$ cat config.mk
export PLATFORM = sky130hd
export DESIGN_NAME = next_line_prefetcher
export DESIGN_NICKNAME = d
export VERILOG_FILES = /design/src/rtl/next_line_prefetcher.sv
export SDC_FILE = /design/constraint.sdc
export NUM_CORES = 1
export LEC_CHECK = 0
export CORE_AREA = 2 2 252 254
export CTS_CLUSTER_DIAMETER = 60
export CTS_CLUSTER_SIZE = 20
export DETAILED_ROUTE_END_ITERATION = 16
export DIE_AREA = 0 0 254 256
export GPL_TIMING_DRIVEN = 0
export PLACE_DENSITY = 0.62
export SKIP_LAST_GASP = 1
export SYNTH_ARGS = -nofsm -noshare
export SYNTH_HDL_FRONTEND = slang
export SYNTH_SLANG_ARGS = --single-unit
export TNS_END_PERCENT = 50
$ cat constraint.sdc
create_clock -name clk -period 6.25 [get_ports clk]
set_clock_uncertainty 0.15 [all_clocks]
set_input_delay 0.625 -clock clk [delete_from_list [all_inputs] [get_ports clk]]
set_output_delay 0.625 -clock clk [all_outputs]
set_load 0.05 [all_outputs]
$ cat src/rtl/next_line_prefetcher.sv
// Next-line prefetch engine: turns demand misses into reads DISTANCE lines ahead
// and holds one fetched line for the cache to install or drop.
module next_line_prefetcher #(
    parameter int s_offset   = 5,
    parameter int DISTANCE   = 1,
    parameter int CROSS_PAGE = 0,
    localparam int DATA_W    = 8 << s_offset
) (
    input  logic              clk,
    input  logic              rst,
    input  logic              miss_valid,
    input  logic [31:0]       miss_address,
    input  logic              demand_busy,
    input  logic              fill_valid,
    input  logic [31:0]       fill_address,
    output logic              pf_pmem_read,
    output logic [31:0]       pf_pmem_address,
    input  logic              pf_pmem_resp,
    input  logic [DATA_W-1:0] pf_pmem_rdata,
    output logic              prefetch_ready,
    output logic [31:0]       pf_cline_address,
    output logic [DATA_W-1:0] prefetch_rdata,
    input  logic              pf_accept,
    input  logic              pf_drop
);

    localparam logic [31:0] LINE_MASK = ~((32'd1 << s_offset) - 32'd1);
    localparam logic [32:0] STEP      = 33'(DISTANCE) << s_offset;

    typedef enum logic [1:0] {IDLE, WAIT_ARB, FETCH, HOLD} state_t;

    state_t      state;
    logic        pending_valid;
    logic [31:0] pending_addr;
    logic        kill;

    logic [32:0] sum;
    logic [31:0] target;
    logic [31:0] fill_line;
    logic        carry;
    logic        page_ok;
    logic        active;
    logic        dup;
    logic        trig_ok;
    logic        snoop_active;
    logic        snoop_pending;

    // The 33-bit sum exposes the carry out of the line-number add.
    always_comb begin
        sum           = {1'b0, miss_address & LINE_MASK} + STEP;
        target        = sum[31:0];
        carry         = sum[32];
        page_ok       = (CROSS_PAGE != 0) || (target[31:12] == miss_address[31:12]);
        active        = (state != IDLE);
        dup           = (active && (target == pf_pmem_address)) ||
                        (pending_valid && (target == pending_addr));
        trig_ok       = miss_valid && !carry && page_ok && !dup;
        fill_line     = fill_address & LINE_MASK;
        snoop_active  = fill_valid && active && (fill_line == pf_pmem_address);
        snoop_pending = fill_valid && pending_valid && (fill_line == pending_addr);
    end

    always_ff @(posedge clk or negedge rst) begin
        if (!rst) begin
            state            <= IDLE;
            pending_valid    <= 1'b0;
            pending_addr     <= '0;
            kill             <= 1'b0;
            pf_pmem_read     <= 1'b0;
            pf_pmem_address  <= '0;
            prefetch_ready   <= 1'b0;
            pf_cline_address <= '0;
            prefetch_rdata   <= '0;
        end else begin
            // A busy engine parks the newest trigger; a fill of that line cancels it.
            if (trig_ok && active) begin
                pending_valid <= 1'b1;
                pending_addr  <= target;
            end else if (snoop_pending) begin
                pending_valid <= 1'b0;
            end

            case (state)
                IDLE: begin
                    if (trig_ok) begin
                        pf_pmem_address <= target;
                        state           <= WAIT_ARB;
                    end else if (pending_valid && !snoop_pending) begin
                        pf_pmem_address <= pending_addr;
                        pending_valid   <= 1'b0;
                        state           <= WAIT_ARB;
                    end
                end
                WAIT_ARB: begin
                    if (snoop_active) begin
                        state <= IDLE;
                    end else if (!demand_busy) begin
                        pf_pmem_read <= 1'b1;
                        state        <= FETCH;
                    end
                end
                FETCH: begin
                    // The burst always completes; a snooped line is only discarded.
                    if (pf_pmem_resp) begin
                        pf_pmem_read <= 1'b0;
                        kill         <= 1'b0;
                        if (kill || snoop_active) begin
                            state <= IDLE;
                        end else begin
                            prefetch_rdata   <= pf_pmem_rdata;
                            pf_cline_address <= pf_pmem_address;
                            prefetch_ready   <= 1'b1;
                            state            <= HOLD;
                        end
                    end else if (snoop_active) begin
                        kill <= 1'b1;
                    end
                end
                HOLD: begin
                    if (pf_accept || pf_drop || snoop_active) begin
                        prefetch_ready <= 1'b0;
                        state          <= IDLE;
                    end
                end
                default: state <= IDLE;
            endcase
        end
    end

endmodule

# After elaboration in Yosys (flattened, before gate mapping)
# Index checks and enable logic that the tools add are counted.
[totals]
elab_cells = 81
output_inout_bits = 322
register_bits = 358
inputBits = 328
[classes]
n_eq_ne = 15
muxes = 25
n_reduce_logical = 30
addsub = 1
n_bitwise = 1
[ops]
columns = ["operator", "count"]
rows = [
  ["equality test 32 bit", 4],
  ["two-way mux 32 bit", 2],
  ["adder 32 x 6 -> 33 bit, second input constant", 1],
  ["equality test 20 bit", 1],
  ["two-way mux 2 bit", 7],
  ["two-way mux 1 bit", 13],
  ["AND reduction 4 bit", 3],
  ["logical AND 1 bit", 11],
  ["!= test 2 bit, second input constant", 5],
  ["nonzero test 2 bit", 5],
  ["case mux 2 bit (4 select lines)", 1],
  ["!= test 3 bit, second input constant", 2],
  ["equality test 2 bit, second input constant", 2],
  ["logical OR 1 bit", 4],
  ["case mux 1 bit (2 select lines)", 2],
  ["AND reduction 2 bit", 2],
  ["zero test 1 bit", 3],
  ["AND reduction 3 bit", 1],
  ["equality test 2 x 1 -> 1 bit, second input constant", 1],
  ["zero test 2 bit", 1],
  ["inverter 1 bit", 1],
]

# Longest topological paths before layout
# Gate-level depths: netlist of run 1.
[logic_depth]
ltp_word = 11
mapped_depth = 14
mapped_depth_nobuf = 10

# Least setup slack after synthesis of run 1
# OpenSTA, ideal clock, no wires.
[synth_path]
kind = "in2reg"
startpoint = "input port miss_address[5]"
endpoint = "register pf_pmem_address[19]"
path_slack_ns = 2.445
path_buffers = 3
t_arrival_ns = 3.529
path_stages = 13
setup_time_ns = 0.126
required_ns = 5.974
path_cell_list = "ha_1 buf_2 nand4_4 or4_1 buf_6 xnor2_1 xor2_1 or4_1 nor3_1 a22o_4 nor3_4 buf_6 a221o_1"
[synth_between]
elab_chain_len = 8
word_cells_on_any_way = 15
classes_between = "add/sub: 1; eq/ne: 3; mux: 1; reduce/logical: 10"
[synth_lines]
columns = ["item", "line_no", "rtl"]
rows = [
  ["from (decl)", "12", "input logic [31:0] miss_address,"],
  ["adder 32 x 6 -> 33 bit (*)", "50", "sum = {1'b0, miss_address & LINE_MASK} + STEP;"],
  ["equality test 32 bit (on tied branches)", "55, 56", ""],
  ["logical AND 1 bit (on tied branches)", "55, 56", ""],
  ["logical OR 1 bit", "55", "dup = (active && (target == pf_pmem_address)) ||"],
  ["zero test 1 bit", "57", "trig_ok = miss_valid && !carry && page_ok && !dup;"],
  ["logical AND 1 bit", "57", ""],
  ["nonzero test 2 bit (no line)", "--", ""],
  ["AND reduction 2 bit (no line)", "--", ""],
  ["to (signal assigned)", "86", "pf_pmem_address <= target;"],
  ["to (signal assigned)", "89", "pf_pmem_address <= pending_addr;"],
  ["to (decl)", "17", "output logic [31:0] pf_pmem_address,"],
]
# Mark *: on every way between the ends. The rest lies on a longest branch, timed or not.
# A chain may end at the register's enable or synchronous reset.

# Worst setup path after layout of run 1
[layout_path]
startpoint = "input port miss_address[5]"
endpoint = "register pending_addr[28]"
[layout_between]
elab_chain_len = 7
word_cells_on_any_way = 13
classes_between = "add/sub: 1; eq/ne: 3; reduce/logical: 9"
[layout_lines]
columns = ["item", "line_no", "rtl"]
rows = [
  ["adder 32 x 6 -> 33 bit (*)", "50", ""],
  ["equality test 32 bit (on tied branches)", "55, 56", ""],
  ["logical AND 1 bit (on tied branches)", "55, 56", ""],
  ["logical OR 1 bit", "55", ""],
  ["zero test 1 bit", "57", ""],
  ["logical AND 1 bit", "57", ""],
  ["logical AND 1 bit", "76", "if (trig_ok && active) begin"],
  ["to (signal assigned)", "78", "pending_addr <= target;"],
  ["to (decl)", "34", "logic [31:0] pending_addr;"],
]
# Marks and branches as above.

==> flow_metrics.env, run 1 <==
export IMPL_slew_headroom_pct=39.0
export IMPL_layout_commonest_cell="clkdlybuf4s50_1"
export IMPL_synthSimpleGateAreaFrac_pct=7.13
export IMPL_vdd_drop_max_mv=0.278
export IMPL_max_stage_delay_ns=0.80
export IMPL_max_freq_ghz=0.203
export IMPL_final_antenna_net_count=0
export IMPL_design_die_area_mm2=0.0650
export IMPL_antenna_found_initial=5
export IMPL_whs_ns=0.266
export IMPL_maxSlewViolCount=0
export IMPL_place_congestion=0.916
export IMPL_crit_fanout=10
export IMPL_clock_latency_ns=0.55
export IMPL_rsz0062_at_grt="no"
export IMPL_clk_pin_slew_ns=0.06
export IMPL_drive_gt1_share_pct=22.7
export IMPL_final_nets=2214
export IMPL_area_growth_syn_to_layout_pct=54.9
export IMPL_yosysUniqueCellTypes=70
export IMPL_min_period_over_period_pct=78.7
export IMPL_synth_fa_ha_area_share_pct=0.140
export IMPL_rows=92
export IMPL_grt_overflow=0
export IMPL_crit_chain="clkdlybuf4s50_1 -> ha_1 -> buf_2 -> nand4_4 -> nor4_1 -> nand4_1 -> xnor2_1 -> or4_1 -> nor3_1 -> a22o_4 -> nor3_4 -> buf_6 -> mux2_4"
export IMPL_grt_first_pass_wirelength_um=91100
export IMPL_grt_start_max_net_pins=113
export IMPL_grt_usage_pct=19.1
export IMPL_dpl_hpwl_um=51200
export IMPL_synth_edf_count=0
export IMPL_synth_cells=1216
export IMPL_via_count=12600
export IMPL_timing_critical_path_from_type="input port"
export IMPL_ioPinCount=650
export IMPL_grt_pass1_vias=13100
export IMPL_hold_path_class="in2reg"
export IMPL_slowest_stage="nor4_1"
export IMPL_via_per_inst=4.56
export IMPL_ys_warnings_count=0
export IMPL_synth_top_family_by_area="multiplexers"
export IMPL_tightest_slew_ns=0.915
export IMPL_dpl_worst_slack_ns=0.874
export IMPL_start_util_pct=25.8
export IMPL_clock_path_buffers=3
export IMPL_crit_type="in2reg"
export IMPL_synth_xor_area_share_pct=8.00
export IMPL_coreArea_mm2=0.0624
export IMPL_muxShareOfSynthArea_pct=22.1
export IMPL_placed_cells=2688
export IMPL_avgSynthCellArea_um2=13.2
export IMPL_setup_viol=0
export IMPL_dr_pass1_iters=5
export IMPL_first_iter_violations=773
export IMPL_numPortBuffers=614
export IMPL_hold_viol=0
export IMPL_final_cells=2767
export IMPL_final_setup_worst_slack_ns=1.33
export IMPL_ys_ff_latch=343
export IMPL_synthArstFlopShare_pct=100
export IMPL_status="finished, final reports clean"
export IMPL_arrival_ns=5.19
export IMPL_clkSinkCount=343
export IMPL_cts_resized=0
export IMPL_final_cell_mix="clkdlybuf4s50_1 (613), dfrtp_1 (343), mux2_2 (288)"
export IMPL_die_h_um=256
export IMPL_htreeDepth=2
export IMPL_cap_violations=0
export IMPL_drc=0
export IMPL_drt_wl_total_um=63500
export IMPL_synthFlopType="dfrtp_1"
export IMPL_syn_cell_area_mm2=0.0161
export IMPL_cts_setup_buffers=0
export IMPL_cts_buffers=40
export IMPL_path_buf_inv=3
export IMPL_cts_root_buf="clkbuf_16"
export IMPL_yosysSeqAreaShare_pct=53.4
export IMPL_wire_per_inst_um=22.9
export IMPL_die_w_um=254
export IMPL_leakagePower_nw=10.1
export IMPL_cellPowerDensity_mw_per_mm2=627
export IMPL_critPathTopFamily="simple AND/OR/NAND/NOR gates"
export IMPL_end_kind="flip-flop"
export IMPL_synth_compound_area_share_pct=5.81
export IMPL_cts_tree="yes"
export IMPL_fill_cells=5960
export IMPL_period_needed_ns=4.92
export IMPL_required_ns=6.52
repair_timing:
item,4_1_cts,5_1_grt
hold buffers,1,0
hold endpoints to repair,47,0
endpoints found under the setup margin,0,0
tightest hold or removal path, stage by stage:
cell and delay [ns]:
buf_4 0.17, inv_1 0.08, a221oi_2 0.05
power breakdown:
| part | total (mW) | internal (mW) | switching, mW |
|---|---|---|---|
| Clock | 2.59 | 1.51 | 1.08 |
| Sequential | 4.15 | 3.33 | 0.817 |
| Combinational | 8.87 | 3.30 | 5.58 |
metrics by stage:
step | TNS, ns | power, mW | instance area [um^2] | utilization (%)
6_report | 0 | 15.6 | 24900 | 39.9
5_1_grt | 0 | 16.3 | 24900 | 39.9
4_1_cts | 0 | 15.8 | 24900 | 39.9
3_5_place_dp | 0 | 13.1 | 23400 | 37.5
3_3_place_gp | -3728.84 | 13.0 | 23300 | 37.4
2_1_floorplan | 0 | 9.68 | 16100 | -
state kept, by name (all words and copies together) (netlist names):
name and flops:
pending_valid 1, kill 1, state 2, prefetch_ready 1
pf_pmem_read 1, pf_cline_address 27, prefetch_rdata 256, pending_addr 27
pf_pmem_address 27
logic make-up after synthesis:
| logic type | Yosys count |
|---|---|
| buf+inv | 114 |
| compound gates | 121 |
| fa+ha+maj | 2 |
| mux | 312 |
| flops | 343 |
| other cells | 1 |
| simple gates | 192 |
| xor+xnor | 131 |
cells in the mapped netlist (all sizes together) (3+ instances only):
| cell type | n | area (um^2) |
|---|---|---|
| a211o | 3 | 26.3 |
| inv | 26 | 97.6 |
| nor4 | 12 | 118 |
| clkbuf | 51 | 191 |
| a221o | 20 | 200 |
| or4 | 4 | 30.0 |
| nand3 | 13 | 77.6 |
| xnor2 | 87 | 762 |
| and4 | 4 | 35.0 |
| nor3b | 3 | 22.5 |
| mux2 | 302 | 3450 |
| xnor3 | 8 | 180 |
| buf | 37 | 268 |
| nand4 | 36 | 262 |
| o21ai | 15 | 75.1 |
| o2111ai | 7 | 61.3 |
| a221oi | 8 | 108 |
| or2 | 5 | 31.3 |
| nor2b | 6 | 37.5 |
| nand2 | 51 | 191 |
| o211ai | 6 | 45.0 |
| and3 | 5 | 31.3 |
| xor2 | 34 | 298 |
| mux2i | 10 | 100 |
| nand2b | 9 | 56.3 |
| a31oi | 4 | 25.0 |
| or3 | 3 | 18.8 |
| nor2 | 22 | 101 |
| nor3 | 16 | 114 |
| dfrtp | 343 | 8580 |
| a21oi | 32 | 160 |
layout make-up:
| class | count | area (um^2) | share of cell area [%] |
|---|---|---|---|
| Clock buffer | 46 | 1090 | 4.36 |
| Multi-Input combinational cell | 768 | 6980 | 28.0 |
| Timing Repair Buffer | 618 | 6240 | 25.1 |
| Clock inverter | 27 | 393 | 1.58 |
| Buffer | 88 | 459 | 1.84 |
| Antenna cell | 5 | 12.5 | 0.0502 |
| Sequential cell | 343 | 8580 | 34.5 |
| Inverter | 26 | 97.6 | 0.392 |
| Tap cell | 846 | 1060 | 4.25 |
path summary, 6_finish.rpt:
check	startpoint	to	slack, ns	depth (start not counted)
min in group asynchronous	rst	pf_cline_address[7]	0.41	2
hold / removal	miss_address[12]	pf_pmem_address[12]	0.27	3
hold reg to reg	pf_cline_address[16]	pf_cline_address[16]	0.33	2
setup reg to reg	state[1]	pf_cline_address[31]	1.39	11
max in group asynchronous	rst	prefetch_rdata[170]	3.80	5
setup / recovery	miss_address[5]	pending_addr[28]	1.33	13
layer usage:
| metal | vias to the layer above | GRT usage, % | share of wire, % |
|---|---|---|---|
| met5 | - | 0 | 0.017 |
| met1 | 6321 | 22.0 | 38 |
| met2 | 494 | 32.7 | 50 |
| met4 | 2 | 7.53 | 3.8 |
| met3 | 110 | 5.92 | 8.5 |
| li1 | 5685 | - | - |
Power figures use the tool's default switching activity.
==> run 2, diff against run 1 <==
==> constraint.sdc (replaced) <==
create_clock -name clk -period 4.74 [get_ports clk]
set_clock_uncertainty 0.15 [all_clocks]
set_input_delay 0.474 -clock clk [delete_from_list [all_inputs] [get_ports clk]]
set_output_delay 0.474 -clock clk [all_outputs]
set_load 0.05 [all_outputs]
==> flow_metrics.env, run 2 (synthesis results as in run 1) <==
export IMPL_status="finished, final reports clean"
export IMPL_vdd_drop_max_mv=0.367
export IMPL_final_nets=2214
export IMPL_grt_overflow=0
export IMPL_cp_endpoint="pending_addr[28]"
export IMPL_reg2regPathDepth=11
export IMPL_cts_root_buf="clkbuf_16"
export IMPL_grt_start_max_net_pins=113
export IMPL_numPortBuffers=614
export IMPL_cp_depth=13
export IMPL_final_antenna_net_count=0
export IMPL_cts_setup_buffers=0
export IMPL_final_cells=2767
export IMPL_postPlaceCellArea_mm2=0.0234
export IMPL_place_congestion=0.916
export IMPL_max_stage_delay_ns=0.65
export IMPL_rows=92
export IMPL_start_util_pct=25.8
export IMPL_clock_path_buffers=3
export IMPL_seq_area_mm2=0.00858
export IMPL_rr_startpoint="state[0]"
export IMPL_rsz0062_at_grt="no"
export IMPL_cap_violations=0
export IMPL_wire_per_inst_um=22.9
export IMPL_clkSinkCount=343
export IMPL_clock_latency_ns=0.55
export IMPL_layout_commonest_cell="clkdlybuf4s50_1"
export IMPL_final_util_pct=40.0
export IMPL_fill_cells=5955
export IMPL_grt_usage_pct=19.1
export IMPL_tightest_slew_ns=0.776
export IMPL_dpl_hpwl_um=51200
export IMPL_setup_viol=0
export IMPL_period_needed_ns=4.49
export IMPL_cts_buffers=40
export IMPL_min_period_over_period_pct=94.8
export IMPL_ioPinCount=650
export IMPL_max_freq_ghz=0.223
export IMPL_leakagePower_nw=10.2
export IMPL_maxSlewViolCount=0
export IMPL_critPathTopFamily="simple AND/OR/NAND/NOR gates"
export IMPL_antenna_found_initial=5
export IMPL_grt_pass1_vias=13100
export IMPL_cts_tree="yes"
export IMPL_tns_ns=0
export IMPL_htreeDepth=2
export IMPL_die_w_um=254
export IMPL_clk_pin_slew_ns=0.06
export IMPL_timing_critical_path_from_type="input port"
export IMPL_crit_chain="clkdlybuf4s50_1 -> ha_1 -> buf_2 -> nand4_4 -> nor4_4 -> nand2_1 -> mux2_2 -> o2111ai_1 -> nor3_1 -> a22o_4 -> nor3_4 -> buf_6 -> mux2_4"
export IMPL_drive_gt1_share_pct=23.3
export IMPL_worstSetupStartpoint="miss_address[5]"
export IMPL_via_per_inst=4.56
export IMPL_end_kind="flip-flop"
export IMPL_first_iter_violations=742
export IMPL_crit_type="in2reg"
export IMPL_fin_area_mm2=0.0249
export IMPL_hold_path_class="in2reg"
export IMPL_power_mw=20.6
export IMPL_largest_reg_flops=256
export IMPL_arrival_ns=4.76
export IMPL_design_die_area_mm2=0.0650
export IMPL_area_growth_syn_to_layout_pct=55.0
export IMPL_slowest_stage="clkdlybuf4s50_1"
export IMPL_multi_input_area_mm2=0.00699
export IMPL_reg2reg_to="prefetch_rdata[25]"
export IMPL_cellPowerDensity_mw_per_mm2=826
export IMPL_top_register="prefetch_rdata"
export IMPL_placed_cells=2688
export IMPL_final_cell_mix="clkdlybuf4s50_1 (613), dfrtp_1 (343), mux2_2 (288)"
export IMPL_rrSetupSlack_ns=0.35
export IMPL_slew_headroom_pct=48.2
export IMPL_path_buf_inv=3
export IMPL_via_count=12600
export IMPL_die_h_um=256
export IMPL_drc=0
export IMPL_grt_first_pass_wirelength_um=91100
export IMPL_coreArea_mm2=0.0624
export IMPL_worstHoldStart="miss_address[12]"
export IMPL_hold_viol=0
export IMPL_drt_wl_total_um=63400
export IMPL_required_ns=5.01
export IMPL_crit_fanout=10
export IMPL_dr_pass1_iters=5
==> run 2: final cells by class <==
cell class / instances / area share, %
clock inverter: 27 / 1.58
inverter: 26 / 0.391
antenna: 5 / 0.0502
tap: 846 / 4.25
sequential: 343 / 34.4
multi-input combinational: 768 / 28.0
clock buffer: 46 / 4.36
timing repair buffer: 618 / 25.0
buffer: 88 / 1.89
==> run 2: routing by layer <==
metal / up-vias / global-route usage [%] / part of all wire (%)
li1: 5692 / - / -
met2: 493 / 32.7 / 50
met3: 108 / 5.92 / 8.5
met1: 6333 / 22.0 / 38
met4: 2 / 7.53 / 3.8
met5: - / 0 / 0.017
==> run 2: worst reg2reg max path, delay by kind of cell, from the launching register on <==
kind	cells	cell delay, ns
AND/OR/NAND/NOR	6	1.78
multiplexers	1	0.41
buffers and inverters	4	1.62
flip-flops	1	0.32
==> run 2: power by group <==
part / leakage [nW] / switching [mW] / internal [mW] / total [mW]
sequential: 4.10 / 1.08 / 4.39 / 5.47
clock: 0.716 / 1.42 / 2.00 / 3.42
combinational: 5.36 / 7.35 / 4.35 / 11.7
total: 10.2 / 9.85 / 10.7 / 20.6
==> run 2: worst min-delay path by stage <==
| stage | end | slack (ns) | depth (start not counted) |
|---|---|---|---|
| detailed placement | pf_cline_address[7] | 0.26 | 1 |
| CTS | pf_pmem_address[12] | 0.06 | 3 |
| global placement | pf_cline_address[16] | 0.32 | 2 |
| global route | pf_pmem_address[12] | 0.09 | 3 |
| floorplan | kill | 0.03 | 0 |
| finish | pf_pmem_address[12] | 0.11 | 3 |
==> run 2: timing repair <==
action / CTS / global route
endpoints found under the setup margin: 102 / 117
endpoints found under the hold margin: 47 / 0
gates resized for setup: 3 / 14
hold buffers: 1 / 0
==> run 2: through the flow <==
| stage | setup slack (ns) | hold slack, ns |
|---|---|---|
| final | 0.248 | 0.115 |
| after floorplan | 1.09 | 0.0284 |
| after global placement | -12.30 | 0.325 |
| after CTS | 0.0547 | 0.0600 |
| after detailed placement | -0.485 | 0.261 |
| after global routing | 0.00177 | 0.0857 |
==> run 3, diff against run 2 <==
--- a/config.mk
+++ b/config.mk
@@ -10,8 +10,9 @@
 export CTS_CLUSTER_SIZE = 20
 export DETAILED_ROUTE_END_ITERATION = 16
 export DIE_AREA = 0 0 254 256
+export DONT_BUFFER_PORTS = 1
 export GPL_TIMING_DRIVEN = 0
-export PLACE_DENSITY = 0.62
+export PLACE_DENSITY = 0.48
 export SKIP_LAST_GASP = 1
 export SYNTH_ARGS = -nofsm -noshare
 export SYNTH_HDL_FRONTEND = slang
==> flow_metrics.env, run 3 (synthesis results as in run 1) <==
export IMPL_grt_start_max_net_pins=344
export IMPL_max_freq_ghz=0.219
export IMPL_reg2regPathDepth=9
export IMPL_cpMostUsedCell="nand4_1"
export IMPL_maxSlewViolCount=0
export IMPL_cap_violations=0
export IMPL_rr_startpoint="pf_pmem_address[21]"
export IMPL_leakagePower_nw=8.73
export IMPL_via_per_inst=4.71
export IMPL_timing_critical_path_from_type="flip-flop"
export IMPL_dpl_worst_slack_ns=-0.595
export IMPL_die_h_um=256
export IMPL_grt_overflow=0
export IMPL_area_growth_syn_to_layout_pct=31.1
export IMPL_min_period_over_period_pct=96.3
export IMPL_clkSinkCount=343
export IMPL_worstSetupStartpoint="pf_pmem_address[21]"
export IMPL_clock_path_buffers=3
export IMPL_cts_buffers=35
export IMPL_critPathTopFamily="simple AND/OR/NAND/NOR gates"
export IMPL_final_cell_mix="dfrtp_1 (341), mux2_2 (288), dlygate4sd3_1 (260)"
export IMPL_required_ns=5.03
export IMPL_path_buf_inv=2
export IMPL_whs_ns=-0.544
export IMPL_hold_path_class="in2async"
export IMPL_final_setup_worst_slack_ns=0.174
export IMPL_layout_commonest_cell="dfrtp_1"
export IMPL_crit_chain="xnor2_1 -> nand4_1 -> nor4_1 -> nand4_1 -> and3_1 -> nand2_1 -> buf_1 -> clkbuf_1 -> mux2_2"
export IMPL_top_register="prefetch_rdata"
export IMPL_via_count=11300
export IMPL_final_nets=1851
export IMPL_design_die_area_mm2=0.0650
export IMPL_setup_viol=0
export IMPL_cellPowerDensity_mw_per_mm2=829
export IMPL_max_stage_delay_ns=1.05
export IMPL_arrival_ns=4.85
export IMPL_ioPinCount=650
export IMPL_start_util_pct=25.8
export IMPL_rsz0062_at_grt="yes"
export IMPL_grt_pass1_vias=12000
export IMPL_fill_cells=6125
export IMPL_hold_viol=343
export IMPL_vdd_drop_max_mv=0.358
export IMPL_wire_per_inst_um=24.3
export IMPL_clk_pin_slew_ns=0.08
export IMPL_tns_ns=0
export IMPL_drc=0
export IMPL_cp_depth=9
export IMPL_holdBufCountCts=260
export IMPL_status="complete, but fails checks"
export IMPL_slowest_stage="dfrtp_1"
export IMPL_die_w_um=254
export IMPL_period_needed_ns=4.57
export IMPL_multi_input_area_mm2=0.00698
export IMPL_drive_gt1_share_pct=28.1
export IMPL_crit_type="reg2reg"
export IMPL_cts_setup_buffers=0
export IMPL_cts_tree="yes"
export IMPL_rows=92
export IMPL_tightest_slew_ns=1.26
export IMPL_grt_usage_pct=17.1
export IMPL_cp_endpoint="prefetch_rdata[172]"
export IMPL_reg2reg_to="prefetch_rdata[172]"
export IMPL_first_iter_violations=718
export IMPL_cts_root_buf="clkbuf_16"
export IMPL_htreeDepth=2
export IMPL_numPortBuffers=0
export IMPL_final_antenna_net_count=0
export IMPL_drt_wl_total_um=58200
export IMPL_clock_latency_ns=0.56
export IMPL_place_congestion=0.916
export IMPL_largest_reg_flops=256
export IMPL_crit_fanout=10
export IMPL_dr_pass1_iters=5
export IMPL_antenna_found_initial=4
export IMPL_rrSetupSlack_ns=0.17
export IMPL_dpl_hpwl_um=43800
export IMPL_end_kind="flip-flop"
export IMPL_diodes=0
export IMPL_grt_first_pass_wirelength_um=82500
export IMPL_slew_headroom_pct=15.8
export IMPL_coreArea_mm2=0.0624
export IMPL_violations="hold timing"
export IMPL_seq_area_mm2=0.00859
-- run 3: changes by cell type in the layout (fill, tap and decap cells not counted), sizes merged, moves of 2 or more --
cell and delta:
buf -3, dlygate4sd3 +259, diode -5, clkbuf -9, clkdlybuf4s50 -613, clkinv -2
-- run 3: final cells by class --
class / count / share of cell area (%)
Tap cell: 846 / 5.02
Clock inverter: 26 / 1.79
Timing Repair Buffer: 260 / 12.3
Multi-Input combinational cell: 768 / 33.1
Sequential cell: 343 / 40.7
Buffer: 88 / 2.24
Inverter: 26 / 0.463
Clock buffer: 38 / 4.35
-- run 3: worst min-delay path by stage --
stage,cells after the start,slack (ns),to,startpoint
floorplan,0,0.03,kill,rst
CTS,0,-0.59,prefetch_rdata[99],rst
detailed placement,0,0.04,prefetch_rdata[96],rst
global route,0,-0.58,prefetch_rdata[99],rst
finish,0,-0.54,prefetch_rdata[95],rst
global placement,0,0.04,prefetch_rdata[96],rst
-- run 3: power breakdown --
group	total (mW)	internal, mW	switching [mW]
Combinational	3.75	2.13	1.62
Clock	3.09	1.72	1.38
Sequential	10.6	4.29	6.35
-- run 3: worst reg2reg max path, stage by stage (launching register included) --
cell,delay [ns]
dfrtp_1,1.05
xnor2_1,0.21
nand4_1,0.19
nor4_1,0.24
nand4_1,0.38
and3_1,0.39
nand2_1,0.39
buf_1,0.50
clkbuf_1,0.53
mux2_2,0.42
-- run 3: through the flow --
stage	total power, mW	cell area [um^2]	cells	util [%]
final	17.5	21100	2395	33.8
after floorplan	12.8	16100	1225	-
after CTS	17.6	21100	2395	33.8
after detailed placement	14.3	17200	2071	27.5
after global routing	18.1	21100	2395	33.8
after global placement	14.1	17200	2071	27.5
-- run 3: metal layers --
metal	part of all wire [%]	global-route usage [%]	wire, um
met5	0.022	0	13
met4	3.9	7.08	2280
met3	9.6	6.12	5560
met2	49	28.8	28400
met1	38	19.6	22000
-- run 3: timing repair --
action	4_1_cts	5_1_grt
endpoints found under the hold margin	605	343
setup endpoints to repair	226	211
gates resized for setup	6	11
